$ cat src/rtl/decode_stage.sv
// decode_stage: registered RV32I/RV64I instruction decoder.
// One instruction + PC is accepted per valid/ready handshake. The decoded
// bundle (class, register indices, funct fields, immediate, illegal flag)
// is held in a single output register with backpressure and flush.
module decode_stage #(
  parameter int XLEN     = 32,
  parameter bit ENABLE_M = 1'b0
) (
  input  logic            aclk,
  input  logic            aresetn,
  input  logic            flush,
  input  logic            in_valid,
  output logic            in_ready,
  input  logic [31:0]     in_instr,
  input  logic [XLEN-1:0] in_pc,
  output logic            out_valid,
  input  logic            out_ready,
  output logic [XLEN-1:0] out_pc,
  output logic [10:0]     out_class,
  output logic [4:0]      out_rs1,
  output logic [4:0]      out_rs2,
  output logic [4:0]      out_rd,
  output logic [2:0]      out_funct3,
  output logic [6:0]      out_funct7,
  output logic [XLEN-1:0] out_imm,
  output logic            out_illegal
);

  // Major opcodes (instr[6:0]).
  localparam logic [6:0] OP_LUI      = 7'b0110111;
  localparam logic [6:0] OP_AUIPC    = 7'b0010111;
  localparam logic [6:0] OP_JAL      = 7'b1101111;
  localparam logic [6:0] OP_JALR     = 7'b1100111;
  localparam logic [6:0] OP_BRANCH   = 7'b1100011;
  localparam logic [6:0] OP_LOAD     = 7'b0000011;
  localparam logic [6:0] OP_STORE    = 7'b0100011;
  localparam logic [6:0] OP_ALU_IMM  = 7'b0010011;
  localparam logic [6:0] OP_ALU_REG  = 7'b0110011;
  localparam logic [6:0] OP_SYSTEM   = 7'b1110011;
  localparam logic [6:0] OP_MISC_MEM = 7'b0001111;

  // Bit positions inside the one-hot class vector.
  typedef enum logic [3:0] {
    C_LUI      = 4'd0,
    C_AUIPC    = 4'd1,
    C_JAL      = 4'd2,
    C_JALR     = 4'd3,
    C_BRANCH   = 4'd4,
    C_LOAD     = 4'd5,
    C_STORE    = 4'd6,
    C_ALU_IMM  = 4'd7,
    C_ALU_REG  = 4'd8,
    C_SYSTEM   = 4'd9,
    C_MISC_MEM = 4'd10
  } class_idx_e;

  // Immediate format chosen for the current opcode.
  typedef enum logic [2:0] {
    IMM_NONE,
    IMM_I,
    IMM_S,
    IMM_B,
    IMM_U,
    IMM_J
  } imm_fmt_e;

  // Output payload registers.
  logic            r_valid;
  logic [XLEN-1:0] r_pc;
  logic [10:0]     r_class;
  logic [4:0]      r_rs1;
  logic [4:0]      r_rs2;
  logic [4:0]      r_rd;
  logic [2:0]      r_funct3;
  logic [6:0]      r_funct7;
  logic [XLEN-1:0] r_imm;
  logic            r_illegal;

  // Field slices of the incoming word.
  logic [6:0] w_opcode;
  logic [2:0] w_funct3;
  logic [6:0] w_funct7;
  logic       w_sign;

  assign w_opcode = in_instr[6:0];
  assign w_funct3 = in_instr[14:12];
  assign w_funct7 = in_instr[31:25];
  assign w_sign   = in_instr[31];

  // Sign-extended immediates for every format, built directly at XLEN.
  logic [XLEN-1:0] w_imm_i;
  logic [XLEN-1:0] w_imm_s;
  logic [XLEN-1:0] w_imm_b;
  logic [XLEN-1:0] w_imm_u;
  logic [XLEN-1:0] w_imm_j;

  assign w_imm_i = {{(XLEN-11){w_sign}}, in_instr[30:20]};
  assign w_imm_s = {{(XLEN-11){w_sign}}, in_instr[30:25], in_instr[11:7]};
  assign w_imm_b = {{(XLEN-12){w_sign}}, in_instr[7], in_instr[30:25],
                    in_instr[11:8], 1'b0};
  assign w_imm_u = {{(XLEN-31){w_sign}}, in_instr[30:12], 12'b0};
  assign w_imm_j = {{(XLEN-20){w_sign}}, in_instr[19:12], in_instr[20],
                    in_instr[30:21], 1'b0};

  // Shift-immediate encodings: the upper field shrinks by one bit on RV64
  // because shamt grows to 6 bits.
  logic w_slli_ok;
  logic w_sri_ok;

  // Legal shift-immediate upper field for the configured XLEN.
  always_comb begin
    if (XLEN == 64) begin
      w_slli_ok = (in_instr[31:26] == 6'b000000);
      w_sri_ok  = (in_instr[31:26] == 6'b000000) ||
                  (in_instr[31:26] == 6'b010000);
    end else begin
      w_slli_ok = (in_instr[31:25] == 7'b0000000);
      w_sri_ok  = (in_instr[31:25] == 7'b0000000) ||
                  (in_instr[31:25] == 7'b0100000);
    end
  end

  // ALU_REG funct7 legality; MUL/DIV only when the M extension is enabled.
  logic w_funct7_ok;
  assign w_funct7_ok = (w_funct7 == 7'b0000000) ||
                       (w_funct7 == 7'b0100000) ||
                       (ENABLE_M && (w_funct7 == 7'b0000001));

  // Decoded class, immediate format and illegal flag for in_instr.
  logic [10:0]     w_class_raw;
  imm_fmt_e        w_fmt;
  logic            w_bad;
  logic [10:0]     w_class;
  logic [XLEN-1:0] w_imm;
  logic            w_illegal;

  // Opcode classification and per-class encoding checks.
  // NOTE: every output of this block gets a default first, so no path can
  // leave a variable unassigned and infer a latch.
  always_comb begin
    w_class_raw = '0;
    w_fmt       = IMM_NONE;
    w_bad       = 1'b0;
    unique case (w_opcode)
      OP_LUI: begin
        w_class_raw[C_LUI] = 1'b1;
        w_fmt              = IMM_U;
      end
      OP_AUIPC: begin
        w_class_raw[C_AUIPC] = 1'b1;
        w_fmt                = IMM_U;
      end
      OP_JAL: begin
        w_class_raw[C_JAL] = 1'b1;
        w_fmt              = IMM_J;
      end
      OP_JALR: begin
        w_class_raw[C_JALR] = 1'b1;
        w_fmt               = IMM_I;
        w_bad               = (w_funct3 != 3'b000);
      end
      OP_BRANCH: begin
        w_class_raw[C_BRANCH] = 1'b1;
        w_fmt                 = IMM_B;
        w_bad                 = (w_funct3 == 3'b010) || (w_funct3 == 3'b011);
      end
      OP_LOAD: begin
        w_class_raw[C_LOAD] = 1'b1;
        w_fmt               = IMM_I;
      end
      OP_STORE: begin
        w_class_raw[C_STORE] = 1'b1;
        w_fmt                = IMM_S;
      end
      OP_ALU_IMM: begin
        w_class_raw[C_ALU_IMM] = 1'b1;
        w_fmt                  = IMM_I;
        if (w_funct3 == 3'b001) begin
          w_bad = !w_slli_ok;
        end else if (w_funct3 == 3'b101) begin
          w_bad = !w_sri_ok;
        end
      end
      OP_ALU_REG: begin
        w_class_raw[C_ALU_REG] = 1'b1;
        w_fmt                  = IMM_NONE;
        w_bad                  = !w_funct7_ok;
      end
      OP_SYSTEM: begin
        w_class_raw[C_SYSTEM] = 1'b1;
        w_fmt                 = IMM_I;
      end
      OP_MISC_MEM: begin
        w_class_raw[C_MISC_MEM] = 1'b1;
        w_fmt                   = IMM_I;
      end
      default: begin
        w_bad = 1'b1;
      end
    endcase
    // Compressed / non-32-bit encodings are rejected outright.
    if (in_instr[1:0] != 2'b11) begin
      w_bad = 1'b1;
    end
  end

  // Immediate mux and suppression of class/immediate for illegal words.
  always_comb begin
    w_illegal = w_bad;
    w_class   = w_bad ? 11'b0 : w_class_raw;
    w_imm     = '0;
    if (!w_bad) begin
      unique case (w_fmt)
        IMM_I:   w_imm = w_imm_i;
        IMM_S:   w_imm = w_imm_s;
        IMM_B:   w_imm = w_imm_b;
        IMM_U:   w_imm = w_imm_u;
        IMM_J:   w_imm = w_imm_j;
        default: w_imm = '0;
      endcase
    end
  end

  // Handshake: a single register with no skid buffer, so the stage is ready
  // whenever it is empty or its content is being consumed this cycle.
  logic w_capture;
  assign in_ready  = !r_valid || out_ready;
  assign w_capture = in_valid && in_ready && !flush;

  // Valid bit: flush wins, then capture, then consume.
  // NOTE: sequential state uses non-blocking assignments so every register
  // samples pre-edge values regardless of statement order.
  always_ff @(posedge aclk or negedge aresetn) begin
    if (!aresetn) begin
      r_valid <= 1'b0;
    end else if (flush) begin
      r_valid <= 1'b0;
    end else if (w_capture) begin
      r_valid <= 1'b1;
    end else if (out_ready) begin
      r_valid <= 1'b0;
    end
  end

  // Payload registers load only on capture and otherwise hold.
  // NOTE: the payload is reset too, because the interface promises all-zero
  // outputs after reset rather than leaving them undefined.
  always_ff @(posedge aclk or negedge aresetn) begin
    if (!aresetn) begin
      r_pc      <= '0;
      r_class   <= '0;
      r_rs1     <= '0;
      r_rs2     <= '0;
      r_rd      <= '0;
      r_funct3  <= '0;
      r_funct7  <= '0;
      r_imm     <= '0;
      r_illegal <= 1'b0;
    end else if (w_capture) begin
      r_pc      <= in_pc;
      r_class   <= w_class;
      r_rs1     <= in_instr[19:15];
      r_rs2     <= in_instr[24:20];
      r_rd      <= in_instr[11:7];
      r_funct3  <= w_funct3;
      r_funct7  <= w_funct7;
      r_imm     <= w_imm;
      r_illegal <= w_illegal;
    end
  end

  assign out_valid   = r_valid;
  assign out_pc      = r_pc;
  assign out_class   = r_class;
  assign out_rs1     = r_rs1;
  assign out_rs2     = r_rs2;
  assign out_rd      = r_rd;
  assign out_funct3  = r_funct3;
  assign out_funct7  = r_funct7;
  assign out_imm     = r_imm;
  assign out_illegal = r_illegal;

endmodule

$ cat config.mk
export PLATFORM = sky130hd
export DESIGN_NAME = decode_stage
export DESIGN_NICKNAME = d
export VERILOG_FILES = /design/src/rtl/decode_stage.sv
export SDC_FILE = /design/constraint.sdc
export NUM_CORES = 1
export LEC_CHECK = 0
export CAP_MARGIN = 40
export CORE_UTILIZATION = 60
export CTS_CLUSTER_SIZE = 20
export DETAILED_ROUTE_END_ITERATION = 16
export DONT_BUFFER_PORTS = 1
export PLACE_DENSITY = 0.76
export SETUP_SLACK_MARGIN = 0.3
export SLEW_MARGIN = 20
export SYNTH_ARGS = -nofsm -noshare
export SYNTH_HDL_FRONTEND = slang
export SYNTH_SLANG_ARGS = --single-unit
$ cat constraint.sdc
create_clock -name aclk -period 3.02 [get_ports aclk]
set_clock_uncertainty 0.2 [all_clocks]
set_input_delay 0.453 -clock aclk [delete_from_list [all_inputs] [get_ports aclk]]
set_output_delay 0.453 -clock aclk [all_outputs]
set_load 0.03 [all_outputs]
## Word-level counts from Yosys, hierarchy flattened

Index checks and enable logic that the tools add are counted.

| cells by class | value |
|---|---|
| muxes and demuxes | 22 |
| div/mod/pow operators | 0 |
| bitwise gates (word level) | 0 |
| $lt $le $gt $ge | 0 |
| add/sub/neg operators | 0 |
| shift-type cells | 0 |
| multiply operators | 0 |
| eq/ne operators | 22 |
| reduce and logical (&&, ||, !) cells | 15 |

Operator list:

| operator | number |
|---|---|
| 32-bit one-hot mux with 5 select lines | 1 |
| 32-bit two-way mux | 1 |
| 7-bit by 6-bit equality test with 1-bit output (second input constant) | 4 |
| 7-bit equality test (second input constant) | 4 |
| 1-bit two-way mux | 17 |
| 3-bit one-hot mux with 5 select lines | 1 |
| 7-bit by 5-bit equality test with 1-bit output (second input constant) | 2 |
| 3-bit by 2-bit equality test with 1-bit output (second input constant) | 4 |
| 11-bit two-way mux | 1 |
| 3-bit equality test (second input constant) | 3 |
| 7-bit by 2-bit equality test with 1-bit output (second input constant) | 1 |
| 7-bit by 4-bit equality test with 1-bit output (second input constant) | 1 |
| 7-bit logical NOT | 1 |
| 7-bit OR reduction | 1 |
| 3-bit by 1-bit equality test with 1-bit output (second input constant) | 2 |
| 3-bit nonzero test | 2 |
| 1-bit one-hot mux with 5 select lines | 1 |
| 5-bit OR reduction | 1 |
| 1-bit logical NOT | 4 |
| 1-bit logical OR | 3 |
| 1-bit logical AND | 2 |
| 2-bit inequality test (second input constant) | 1 |
| 2-bit OR reduction | 1 |

| storage, ports and cells | value |
|---|---|
| word-level logic and storage cells | 69 |
| latch bits | 0 |
| bits in writable memories | 0 |
| memories | 0 |
| bits in read-only memories | 0 |
| output and inout port bits | 103 |
| bits in registers | 102 |

## Logic depth before layout (Yosys ltp)

Gate-level depths: netlist (run 1).

| logic depth | value |
|---|---|
| depth after elaboration | 8 |
| gate-level depth with buffers | 9 |
| mapped depth without buffers | 7 |

## Worst setup path after synthesis (run 1)

OpenSTA, ideal clock, no wires.

| timing | value |
|---|---|
| path type | reg2reg |
| start point | reg r_valid, in the netlist out_valid |
| end point | reg r_imm[31], in the netlist out_imm[31] |
| stages on the path, launching flop included | 8 |
| path slack | 810 ps |
| required time | 2,716 ps |
| period minus slack after synthesis | 2,210 ps |
| arrival time | 1,907 ps |
| buffers on the path | 0 |
| cells stage by stage | dfrtp_1 nor2b_1 inv_2 nand3b_1 nor4_4 o211ai_2 nand2b_4 o41ai_2 |

| on the way | value |
|---|---|
| longest elaborated chain between the ends | 4 |

RTL lines:

| item | RTL line | text |
|---|---|---|
| from (decl) | 68 | `logic r_valid;` |
| from (signal assigned) | 235 | `r_valid <= 1'b0;` |
| from (signal assigned) | 237 | `r_valid <= 1'b0;` |
| from (signal assigned) | 239 | `r_valid <= 1'b1;` |
| 1-bit logical NOT | 227 | `assign in_ready = !r_valid \|\| out_ready;` |
| 1-bit logical OR | 227 |  |
| named net in_ready | 13 | `output logic in_ready,` |
| 1-bit logical AND (2 in a row) | 228 | `assign w_capture = in_valid && in_ready && !flush;` |
| to (signal assigned) | 267 | `r_imm <= w_imm;` |
| to (decl) | 76 | `logic [XLEN-1:0] r_imm;` |

The timed path passes the listed nets, and every way through them passes these cells.
A chain may end at the register's enable or synchronous reset.

## Worst setup path in the final report (run 1)

Ends and elaborated chain as after synthesis.

==> flow_summary.yaml, run 1 <==
sta:
  period_minus_slack_ns: 2.59
  rsz0062_at_grt: "false"
  drv_slew: 0
  fin_ws_ns: 0.430
  period_share: 0.858
  whs_ns: -0.424
  hold_viol: 102
  tns_ns: 0
  tightest_slew_ns: 0.624
  max_slew_margin: 0.583
  finalSetupViolations: 0
  fmax_mhz: 386
global_routing:
  antenna_found_initial: 0
  grt_max_degree: 103
  grt_pass1_wl_microns: 18100
  grt_pass1_vias: 3634
  grt-ovfl-total: 0
  grt_usage: 0.306
floorplanning:
  design.core.area_sq_um: 7250
  initial_core_util: 0.624
  die_y_microns: 88.8
  fp-row-count: 31
  die_area_sq_um: 7890
  io_pins: 172
  die_w_microns: 88.8
worst_hold_path:
  hp-class: "in -> async"
cts:
  clock_path_buffers: 2
  ctsResizeCount: 0
  cts_sinks: 102
  cts_tree: "done"
  cts_root_buffer: "clkbuf_8"
  htree_levels: 3
  numCtsBuffers: 9
  clk_latency_ns: 0.36
  path_clk_slew_ns: 0.10
power_and_ir_drop:
  p_int_mw: 1.93
  seqPwrFrac: 0.620
  ir_worst_vdd_v: 0.000470
  total_power_mw: 2.90
  switching_power_uw: 966
  powerDensity_nw_per_um2: 547
  p_clk_frac: 0.285
  p_comb_frac: 0.095
  cellLeakagePower_nw: 2.49
  switching_share: 0.333
layout:
  area_growth_pct: 17.2
  ff_latch_area_sq_um: 2550
  multi_input_area_sq_um: 1820
  fin_util: 0.731
  fill_cells: 516
  drive_above_1_share: 0.107
  diodes: 0
  final_area_sq_um: 5300
  nets: 606
worst_setup_path:
  cp_top_family: "simple AND/OR/NAND/NOR gates"
  worstPathRequired_ns: 3.07
  crit_fanout: 12
  cp.arrival_ns: 2.64
  crit_buf_inv: 1
  endpoint_kind: "register"
  path_cells: "nor2b_1 -> inv_2 -> nand3b_1 -> nor4_4 -> o211ai_2 -> nand2b_4 -> o41ai_2"
  path_class: "reg -> reg"
  critical_path_depth: 7
  critPathMaxStageDelay_ns: 0.51
  reg2reg_depth: 7
  start_kind: "register"
  cpMaxStageDelayCell: "dfrtp_1"
synthesis:
  syn_area_per_cell_sq_um: 9.18
  synth_edf_count: 0
  ys_seq_elements: 102
  synth_nets: 562
  synth_area_leaders: "dfrtp_1 (56%), nand2_1 (18%), o21ai_2 (3.9%)"
  synthesis.area_sq_um: 4520
  yosys.cell_count.top_type: "nand2_1"
  ys.flop_type: "dfrtp_1"
  async_flop_share: 1.00
  synth_top_area_share: 0.564
  synthCells: 493
  synth_common_cells: "nand2_1 (219), dfrtp_1 (102), a21oi_1 (25)"
  synth_seq_area_share: 0.564
  synth_top_cell_by_area: "dfrtp_1"
  synth_warnings: 0
  yosysUniqueCellTypes: 47
detailed_routing:
  initialDrtViolationCount: 254
  drt_wl_total_microns: 12000
  dr_total_vias: 3769
  drt-pass1-iter-count: 7
  detail-route-antenna-nets: 0
  avgRoutedWirePerCell_microns: 18.7
  via_per_inst: 5.88
  drc: 0
place:
  io_buffers: 0
  detailed_place_hpwl_microns: 7290
  pre_cts_ws_ns: 0.364
  gp_congestion: 0.843
  postPlaceCellArea_sq_um: 4590
status:
  outcome: "finished with violations"
  failed_checks: "hold timing"
run:
  max-cap-violations: 0
-- repair_timing --
item,CTS,global route
hold buffers,48,3
setup endpoints to repair,0,7
endpoints found under the hold margin,148,105
setup buffers,0,1
-- layout by cell type (no fill, tap or decap), types with 2 or more instances in the layout --
cell type	count
a21oi_1	25
and2_1	2
nor3_1	3
buf_4	9
clkinvlp_4	3
a32o_1	2
nor3b_2	2
nand3b_1	3
nand2b_1	5
nor3b_1	3
o22ai_1	2
a22o_1	6
o41ai_1	2
o21ai_2	20
nor2b_1	4
inv_1	3
nand3_1	2
a22oi_1	4
clkbuf_8	10
nand2_1	219
nor4_1	2
dlygate4sd3_1	51
o21a_1	3
nand4bb_1	2
dfrtp_1	102
o21ai_0	18
nor2_1	10
-- power by group through the flow --
stage          registers, mW  logic [mW]  clock network, mW
6_report                1.80       0.274              0.827
5_1_grt                 1.81       0.309              0.882
4_1_cts                 1.79       0.265              0.828
3_5_place_dp            1.82       0.216                  0
3_3_place_gp            1.82       0.198                  0
2_1_floorplan           1.79       0.187                  0
-- sequential cells by signal, summed over array words and instances (netlist names) --
register / count
out_imm: 32
out_pc: 32
out_class: 11
out_funct7: 7
out_rd: 5
out_rs1: 5
out_rs2: 5
out_funct3: 3
out_illegal: 1
out_valid: 1
-- worst register-to-register path, cell delays in order (launching register included) --
cell and delay (ns):
dfrtp_1 0.51, nor2b_1 0.23, inv_2 0.16, nand3b_1 0.21, nor4_4 0.37, o211ai_2 0.19, nand2b_4 0.28, o41ai_2 0.34
-- area by class of cell --
| cell class | instances | share of cell area |
|---|---|---|
| Sequential cell | 102 | 0.481 |
| Multi-Input combinational cell | 359 | 0.344 |
| Timing Repair Buffer | 61 | 0.114 |
| Clock buffer | 11 | 0.0267 |
| Tap cell | 99 | 0.0234 |
| Clock inverter | 5 | 0.00802 |
| Inverter | 4 | 0.00283 |
-- path summary, 6_finish.rpt --
kind	start	end	slack (ns)
setup / recovery	out_valid	out_imm[31]	0.43
hold / removal	aresetn	out_rs1[3]	-0.42
setup reg to reg	out_valid	out_imm[31]	0.43
hold reg to reg	out_rs1[2]	out_rs1[2]	0.47
max in group asynchronous	aresetn	out_imm[5]	2.89
min in group aclk	in_pc[30]	out_pc[30]	0
-- metrics by stage --
stage / cells / hold slack, ns
2_1_floorplan: 493 / -0.0426
3_3_place_gp: 571 / -0.0409
3_5_place_dp: 572 / -0.0405
4_1_cts: 636 / -0.436
5_1_grt: 641 / -0.448
6_report: 641 / -0.424
-- cells by family (layout without fill, tap and decap cells) --
family / Yosys count / after routing / share of synthesized area
buf+inv: 33 / 81 / 0.0376
simple gates: 264 / 265 / 0.250
flops: 102 / 102 / 0.564
fa+ha+maj: 1 / 1 / 0.00221
compound gates: 93 / 93 / 0.146
-- routing by layer --
layer	routed length (microns)	GRT usage
met3	1180	0.0886
met2	5780	0.501
met4	252	0.109
met5	0	0
met1	4760	0.391
(Power assumes the default switching activity.)
==> run 2, diff against run 1 <==
- CORE_UTILIZATION: 60 -> 52
- PLACE_DENSITY: 0.76 -> 0.67
==> run 2 against run 1 <==
The run still ends with hold timing left. Non-clock buffer count increased by 8. Setup slack improved by 0.097 ns. Count of clock-buffer cells in the layout decreased by 2. Critical path depth unchanged. Routed wire length increased by 0.19%.
==> flow_summary.yaml, run 2 (synthesis gave the netlist of run 1 again) <==
status:
  outcome: "finished with violations"
  failed_checks: "hold timing"
place:
  detailed_place_hpwl_microns: 7350
  io_buffers: 0
  gp_congestion: 0.904
  pre_cts_ws_ns: 0.402
worst_setup_path:
  cp-endpoint: "out_imm[11]"
  path_cells: "nor2b_1 -> inv_2 -> nand3b_1 -> buf_4 -> buf_16 -> nand2_1 -> o21ai_2"
  timing.rr.end: "out_imm[11]"
  reg2reg_depth: 7
  endpoint_kind: "register"
  path_class: "reg -> reg"
  r2r-start: "out_valid"
  worstPathRequired_ns: 3.11
  cpMaxStageDelayCell: "dfrtp_1"
  crit_start: "out_valid"
  r2r_setup_slack_ns: 0.53
  critPathMaxStageDelay_ns: 0.53
  cp.arrival_ns: 2.59
  start_kind: "register"
  crit_fanout: 64
floorplanning:
  io_pins: 172
  initial_core_util: 0.545
  die_y_microns: 95.3
  fp-row-count: 33
  design.core.area_sq_um: 8300
  die_area_sq_um: 9080
  die_w_microns: 95.3
detailed_routing:
  via_per_inst: 5.63
  drt-pass1-iter-count: 4
  drt_wl_total_microns: 12000
  avgRoutedWirePerCell_microns: 18.3
  dr_total_vias: 3689
  initialDrtViolationCount: 225
  drc: 0
  detail-route-antenna-nets: 0
layout:
  drive_above_1_share: 0.102
  most-common-layout-cells: "nand2_1 (219), dfrtp_1 (102), dlygate4sd3_1 (62)"
  multi_input_area_sq_um: 1820
  area_growth_pct: 20.3
  fill_cells: 656
  fin_util: 0.656
  ff_latch_area_sq_um: 2550
  layout.cells.most_common: "nand2_1"
  diodes: 0
  nets: 614
sta:
  tightest_slew_ns: 0.698
  tns_ns: 0
  hold_viol: 102
  period_minus_slack_ns: 2.49
  fmax_mhz: 401
  drv_slew: 0
  max_slew_margin: 0.534
  period_share: 0.825
  finalSetupViolations: 0
  fin_ws_ns: 0.527
  rsz0062_at_grt: "false"
  whs_ns: -0.432
run:
  max-cap-violations: 0
cts:
  cts_tree: "done"
  htree_levels: 3
  cts_sinks: 102
  clock_path_buffers: 2
  clk_latency_ns: 0.36
  cts_root_buffer: "clkbuf_8"
  numCtsBuffers: 9
  path_clk_slew_ns: 0.11
global_routing:
  grt_max_degree: 103
  grt-ovfl-total: 0
  grt_usage: 0.268
  grt_pass1_wl_microns: 18400
  antenna_found_initial: 0
  grt_pass1_vias: 3675
power_and_ir_drop:
  ir_worst_vdd_v: 0.000379
  powerDensity_nw_per_um2: 553
  cellLeakagePower_nw: 2.55
worst_hold_path:
  hp-class: "in -> async"
## run 2: worst min-delay path by stage
| stage | slack (ns) | endpoint | startpoint | cells past startpoint |
|---|---|---|---|---|
| 5_1_grt | -0.45 | out_rs1[2] | aresetn | 0 |
| 2_1_floorplan | -0.04 | out_class[0] | aresetn | 0 |
| 3_5_place_dp | -0.04 | out_imm[17] | aresetn | 0 |
| 6_report | -0.43 | out_rs1[2] | aresetn | 0 |
| 3_3_place_gp | -0.04 | out_rs1[2] | aresetn | 0 |
| 4_1_cts | -0.44 | out_pc[25] | aresetn | 0 |
## run 2: report_power, final
part / internal (mW) / total (mW) / switching [mW]
Clock: 0.405 / 0.925 / 0.520
Sequential: 1.48 / 1.80 / 0.320
Combinational: 0.134 / 0.288 / 0.153
## run 2: final cells by class
cell class	count	area share
Clock inverter	7	0.0168
Inverter	4	0.00276
Sequential cell	102	0.469
Clock buffer	9	0.0228
Tap cell	105	0.0241
Multi-Input combinational cell	359	0.335
Timing Repair Buffer	69	0.130
## run 2: per-stage QoR
| step | area, sq um | instances | power [mW] | hold WS, ns |
|---|---|---|---|---|
| global route | 5440 | 655 | 3.11 | -0.452 |
| CTS | 5420 | 653 | 3.01 | -0.440 |
| finish | 5440 | 655 | 3.01 | -0.432 |
| global placement | 4570 | 575 | 2.02 | -0.0402 |
| detailed placement | 4600 | 576 | 2.04 | -0.0397 |
| floorplan | 4520 | 493 | 1.98 | -0.0426 |
## run 2: per-layer routing
layer	wire [microns]	vias up	track usage
met5	0	-	0
met4	244	0	0.0909
met3	922	22	0.0702
met2	5750	152	0.426
met1	5070	1785	0.356
li1	-	1730	-
## run 2: repair_timing
action	4_1_cts	5_1_grt
hold buffers	61	1
setup endpoints to repair	0	8
resized for setup	0	0
endpoints found under the hold margin	161	103
buffers inserted	0	0
## run 2: worst max-delay path: cells and delay by family, from the launching register on
kind / cells / cell delay [ns]
flip-flops: 1 / 0.53
buffers and inverters: 3 / 0.88
AO/OA/AOI/OAI: 1 / 0.07
AND/OR/NAND/NOR: 3 / 0.70
